$ cat src/rtl/fix_hb_tx_scheduler.sv
// Outbound FIX heartbeat scheduler: times the outbound idle interval and requests Heartbeats,
// including TestRequest answers that echo the TestReqID.
module fix_hb_tx_scheduler #(
  parameter int unsigned HB_RANGE = 16,
  parameter int unsigned ID_W     = 32,
  parameter int unsigned PRESCALE = 1
) (
  input  logic                clk,
  input  logic                rst,
  input  logic                enable_i,
  input  logic [HB_RANGE-1:0] hb_interval_i,
  input  logic                tx_msg_sent_i,
  input  logic                test_req_i,
  input  logic [ID_W-1:0]     test_req_id_i,
  output logic                hb_req_valid_o,
  input  logic                hb_req_ready_i,
  output logic                hb_has_id_o,
  output logic [ID_W-1:0]     hb_id_o,
  output logic                test_req_dropped_o
);

  localparam int unsigned PsW = $clog2(PRESCALE + 1);
  localparam logic [PsW-1:0] PsLast = PsW'(PRESCALE - 1);

  typedef enum logic [1:0] {StIdle, StCount, StReq} state_e;

  state_e              state_q, state_d;
  logic [HB_RANGE-1:0] cnt_q, cnt_d;
  logic [PsW-1:0]      ps_q, ps_d;
  logic                pend_valid_q, pend_valid_d;
  logic [ID_W-1:0]     pend_id_q, pend_id_d;
  logic                has_id_q, has_id_d;
  logic [ID_W-1:0]     id_q, id_d;
  logic                dropped_q, dropped_d;

  logic                strobe, due, handshake, slot_free, go_req;
  logic [HB_RANGE:0]   cnt_inc;

  assign strobe    = (ps_q == PsLast);
  assign cnt_inc   = {1'b0, cnt_q} + (HB_RANGE + 1)'(1);
  assign due       = strobe && (hb_interval_i != '0) && (cnt_inc >= {1'b0, hb_interval_i});
  assign handshake = (state_q == StReq) && hb_req_ready_i;
  // The pending id is the one the current request carries; a handshake frees the slot.
  assign slot_free = !pend_valid_q || (handshake && has_id_q);
  assign go_req    = !tx_msg_sent_i && (due || pend_valid_q || test_req_i);

  always_ff @(posedge clk) begin
    if (rst) begin
      state_q <= StIdle;
    end else begin
      state_q <= state_d;
    end
  end

  always_comb begin
    state_d = state_q;
    unique case (state_q)
      StIdle:  if (enable_i) state_d = StCount;
      StCount: if (go_req) state_d = StReq;
      StReq:   if (hb_req_ready_i) state_d = StCount;
      default: state_d = StIdle;
    endcase
    if (!enable_i) state_d = StIdle;
  end

  always_comb begin
    cnt_d        = cnt_q;
    ps_d         = ps_q;
    pend_valid_d = pend_valid_q;
    pend_id_d    = pend_id_q;
    has_id_d     = has_id_q;
    id_d         = id_q;
    dropped_d    = 1'b0;
    if (!enable_i || state_q == StIdle) begin
      cnt_d        = '0;
      ps_d         = '0;
      pend_valid_d = 1'b0;
      pend_id_d    = '0;
      has_id_d     = 1'b0;
      id_d         = '0;
    end else begin
      if (handshake && has_id_q) pend_valid_d = 1'b0;
      if (test_req_i) begin
        if (slot_free) begin
          pend_valid_d = 1'b1;
          pend_id_d    = test_req_id_i;
        end else begin
          dropped_d = 1'b1;
        end
      end
      if (state_q == StCount) begin
        if (tx_msg_sent_i) begin
          cnt_d = '0;
          ps_d  = '0;
        end else if (go_req) begin
          has_id_d = pend_valid_q || test_req_i;
          id_d     = pend_valid_q ? pend_id_q : (test_req_i ? test_req_id_i : '0);
        end else begin
          ps_d = strobe ? '0 : ps_q + PsW'(1);
          if (strobe && cnt_q != '1) cnt_d = cnt_q + HB_RANGE'(1);
        end
      end else if (handshake) begin
        cnt_d = '0;
        ps_d  = '0;
      end
    end
  end

  always_ff @(posedge clk) begin
    if (rst) begin
      cnt_q        <= '0;
      ps_q         <= '0;
      pend_valid_q <= 1'b0;
      pend_id_q    <= '0;
      has_id_q     <= 1'b0;
      id_q         <= '0;
      dropped_q    <= 1'b0;
    end else begin
      cnt_q        <= cnt_d;
      ps_q         <= ps_d;
      pend_valid_q <= pend_valid_d;
      pend_id_q    <= pend_id_d;
      has_id_q     <= has_id_d;
      id_q         <= id_d;
      dropped_q    <= dropped_d;
    end
  end

  always_comb begin
    hb_req_valid_o     = (state_q == StReq);
    hb_has_id_o        = hb_req_valid_o && has_id_q;
    hb_id_o            = hb_has_id_o ? id_q : '0;
    test_req_dropped_o = dropped_q;
  end

endmodule

$ cat config.mk
export PLATFORM = sky130hd
export DESIGN_NAME = fix_hb_tx_scheduler
export DESIGN_NICKNAME = d
export VERILOG_FILES = /design/src/rtl/fix_hb_tx_scheduler.sv
export SDC_FILE = /design/constraint.sdc
export NUM_CORES = 1
export LEC_CHECK = 0
export CORE_MARGIN = 2
export CORE_UTILIZATION = 30
export CTS_CLUSTER_SIZE = 30
export DETAILED_ROUTE_END_ITERATION = 7
export PLACE_DENSITY_LB_ADDON = 0.2
export SETUP_SLACK_MARGIN = 0.1
export SLEW_MARGIN = 20
export SYNTH_ARGS = -nofsm -noshare
export SYNTH_HDL_FRONTEND = slang
export SYNTH_SLANG_ARGS = --single-unit
$ cat constraint.sdc
create_clock -name clk -period 3.4 [get_ports clk]
set_input_delay 0.68 -clock clk [delete_from_list [all_inputs] [get_ports clk]]
set_output_delay 0.68 -clock clk [all_outputs]
set_load 0.02 [all_outputs]
==> flow_results.org <==
** Worst setup path
- Cell family with most CP delay :: simple AND/OR/NAND/NOR gates
- At the worst endpoint, the required time is 3600 ps.
- Number of stages on the worst setup path :: 15
- Sequence of cells on the critical path :: and4_4 -> nand2_2 -> nor3_4 -> nand3_2 -> nor2_2 -> xor2_1 -> ha_1 -> nand3_2 -> o21a_1 -> a41o_1 -> a21oi_4 -> buf_6 -> buf_12 -> buf_16 -> a211oi_2
- CP dominant cell by count :: nand3_2
- Slowest cell on the critical path :: dfxtp_1
- STA classifies the critical path startpoint as a register.
- The critical path in this run is classified as register to register.
- Data arrives at the worst endpoint at 3400 ps.
- Worst Setup End Kind :: register
- Together, buffers and inverters on the worst path number 3.
- Of all nets on the critical path, the largest fanout is 11.
- Register-to-Register Path Depth :: 15
- Biggest cell delay along the critical path :: 420 ps

** Timing
- After layout, the worst path uses 94.1% of the clock period.
- Final hold analysis gives a worst-case slack of 455 ps.
- At the pin with the least slew margin, the transition time is 500 ps.
- Final setup violation count :: 0
- Max Slew Vio Count :: 0
- After layout, the worst setup slack is 202 ps.
- Across the routed clock network, the largest skew measured is 7.04 ps.
- Measured against its own limit, the worst slew margin works out to 66.7%.
- Final hold violations :: 0
- Fin crit period :: 3200 ps
- Derived from the worst setup path, the maximum achievable clock frequency is 313 MHz.
- Setup repair after global routing left no endpoint under its margin.

** CTS
- TritonCTS built the clock tree.
- The number of hold buffers added after CTS was 0.
- For this design, the sink count on the clock tree is 85.
- CTS clock-pin slew for the worst setup and hold paths :: 60 ps
- The later pin in the worst-skew pair is clocked with a latency of 340 ps.
- The H-tree was split into 3 levels.
- Buffers inserted during clock tree synthesis total 9.
- The tree is rooted in a clkbuf_16.
- In this run the deepest clock path goes through 2 buffers.

** Layout
- Seq. cell area :: 0.00171 mm^2
- Finished Core Util :: 41.9%
- Nets@finish :: 759
- Area growth syn-to-layout :: 37.0%
- Count of filler cells inserted in the layout :: 1537
- Diode insertion count for antenna repair :: 0
- Area taken by multi-input logic gates :: 0.00274 mm^2
- Cells with a size suffix above 1 make up 17.2% of the layout.

** Global route
- After global routing the overflow that remains totals 0.
- The via count of the first global-routing pass is 4229.
- Total global routing track utilization :: 16.1%
- The first global-routing pass estimated 21.1 mm of wire.
- Largest net degree at the start of global routing :: 53
- The initial antenna violation count was 0.

** Placement
- The HPWL after detailed placement is 8.80 mm.
- Final weighted congestion in routability-driven placement :: 0.916
- Port buffering added 88 buffers.
- OpenSTA, run right after detailed placement, puts the worst setup slack at -33.7 ps.

** Logic synthesis
- Top FF cell, synth :: dfxtp_1
- In this run the mean area of a mapped cell was 7.76 um^2.
- Syn Nets :: 665
- Cell with the most instances after synthesis :: nand2_1
- Proportion of register bits with asynchronous set or reset after synthesis :: 0%
- Mapped Cells :: 594
- Sorting the synthesized cells by area gives the leading types as dfxtp_1, nand2_1, a211oi_2.
- Share of the yosys chip area belonging to registers :: 36.9%
- Number of synthesized flops with an enable pin :: 0
- The synthesized netlist occupies a cell area of 0.00461 mm^2.
- For this run, the number of Yosys warnings is 0.
- Biggest area consumer among synthesized cells :: dfxtp_1
- The top cell type by area accounts for 36.9% of the synthesized area.
- Yosys reg bits :: 85
- By count the netlist is led by nand2_1, dfxtp_1, nor2_1, a21oi_1, and3_1.
- Number of library cell types mapped by synthesis :: 46

** Drt
- Detail Route Antenna Nets :: 0
- Total iterations of the first detailed-routing run :: 4
- The routed layout has 4436 vias.
- For this block, the routed nets add up to 13.4 mm of wire.
- Avg WL per Cell :: 15.2 um
- Using the TritonRoute via totals, the vias-per-cell ratio works out to 5.04.
- Number of design-rule violations left by the first detailed-router iteration :: 247
- In the routed design, unresolved DRC markers number 0.

** Pwr
- IR analysis of the VDD net gives a maximum drop of 0.193 mV.
- In this run the static leakage power is 2.51 nW.
- For this design the ratio of total power to cell area is 360 mW/mm^2.

** Hold path
- The worst hold path was traced through 2 stages.
- Kind of path behind the tightest hold check :: register to register

** Floorplan
- I/O Pins :: 89
- Initial core utilization :: 30.6%
- Std-Cell Core Area :: 0.0151 mm^2
- Total die area :: 0.0164 mm^2
- The floorplan has 45 rows.
- The floorplan step set the die height to 128 um.
- From left edge to right edge, the die measures 128 um.

** Outcome
- Run status :: finished clean

** Flow run
- Max-cap violations in this run came to 0.
-- layout make-up --
| type | count | share of cell area [%] |
|---|---|---|
| multi-input cells | 447 | 43.3 |
| flip-flops and latches | 85 | 27.0 |
| repair buffers | 127 | 19.8 |
| clock buffers | 12 | 4.22 |
| well taps | 188 | 3.72 |
| inverters | 18 | 1.07 |
| clock inverters | 4 | 0.851 |
-- cell usage in the layout, fill, tap and decap left out, types with 4 or more instances in the layout --
cell type and count:
a211oi_2 30, a21o_1 4, a21oi_1 71, a22o_1 5, a31oi_1 6, a32o_1 4, and3_1 34, buf_4 33
clkbuf_16 9, clkdlybuf4s50_1 88, dfxtp_1 80, dfxtp_2 5, ha_1 16, inv_1 18, nand2_1 114, nand2b_1 4
nand3_1 4, nand3_2 4, nand4_1 5, nor2_1 73, nor4_1 4, o21ai_0 12, xnor2_1 6, xor2_1 5
-- flip-flops by register name (all words and copies together), names as in the netlist --
register / flops
cnt_q: 16
state_q: 2
id_q: 32
pend_valid_q: 1
test_req_dropped_o: 1
has_id_q: 1
pend_id_q: 32
-- cell families (layout without fill, tap and decap cells) --
| group | count (synthesis) | after routing | share of synthesized area [%] |
|---|---|---|---|
| muxes | 1 | 1 | 0.244 |
| DFF | 85 | 85 | 36.9 |
| AOI/OAI and AO/OA | 152 | 152 | 24.0 |
| xor gates and xnor gates | 14 | 14 | 2.66 |
| and+or+nand+nor | 263 | 263 | 25.6 |
| buffers and inverters | 62 | 161 | 6.05 |
| adders and majority gates | 17 | 17 | 4.61 |
-- metrics by stage --
| stage | instance area [um^2] | cells | power [mW] | setup TNS (ps) |
|---|---|---|---|---|
| global route | 6320 | 881 | 2.37 | 0 |
| global placement | 5720 | 850 | 1.24 | 0 |
| finish | 6320 | 881 | 2.28 | 0 |
| detailed placement | 5720 | 850 | 1.24 | -147 |
| floorplan | 4610 | 594 | 1.14 | 0 |
| CTS | 6190 | 874 | 2.31 | 0 |
-- worst min-delay path, cell delays in order (launching register included) --
cell and delay [ps]:
dfxtp_1 310, nand2_1 50, a21oi_1 50
-- power by group --
part | total (mW) | switching, mW | internal (mW)
Sequential | 1.01 | 0.00469 | 1.00
Combinational | 0.226 | 0.123 | 0.103
Clock | 1.05 | 0.413 | 0.632
-- final timing paths --
check | from | end | slack (ps)
max | cnt_q[3]$_SDFFE_PP0P_ | id_q[16]$_SDFFE_PP0P_ | 200
min | pend_id_q[10]$_SDFFE_PP0P_ | pend_id_q[10]$_SDFFE_PP0P_ | 460
max reg2reg | cnt_q[3]$_SDFFE_PP0P_ | id_q[16]$_SDFFE_PP0P_ | 200
min reg2reg | pend_id_q[10]$_SDFFE_PP0P_ | pend_id_q[10]$_SDFFE_PP0P_ | 460
-- metal layers --
layer  vias up  global-route usage [%]  part of all wire, %
li1       2241                       -                    -
met1      2094                    21.0                   47
met2        87                    27.0                   48
met3        14                    2.50                  3.6
met4         0                    5.62                  1.2
met5         -                       0                    0
-- repair_timing --
action,CTS,global route
pin swaps,3,9
resized for setup,12,20
setup buffers,6,7
cloned,2,0
setup endpoints to repair,42,50
Note: power is estimated with default switching activity, not from simulation.
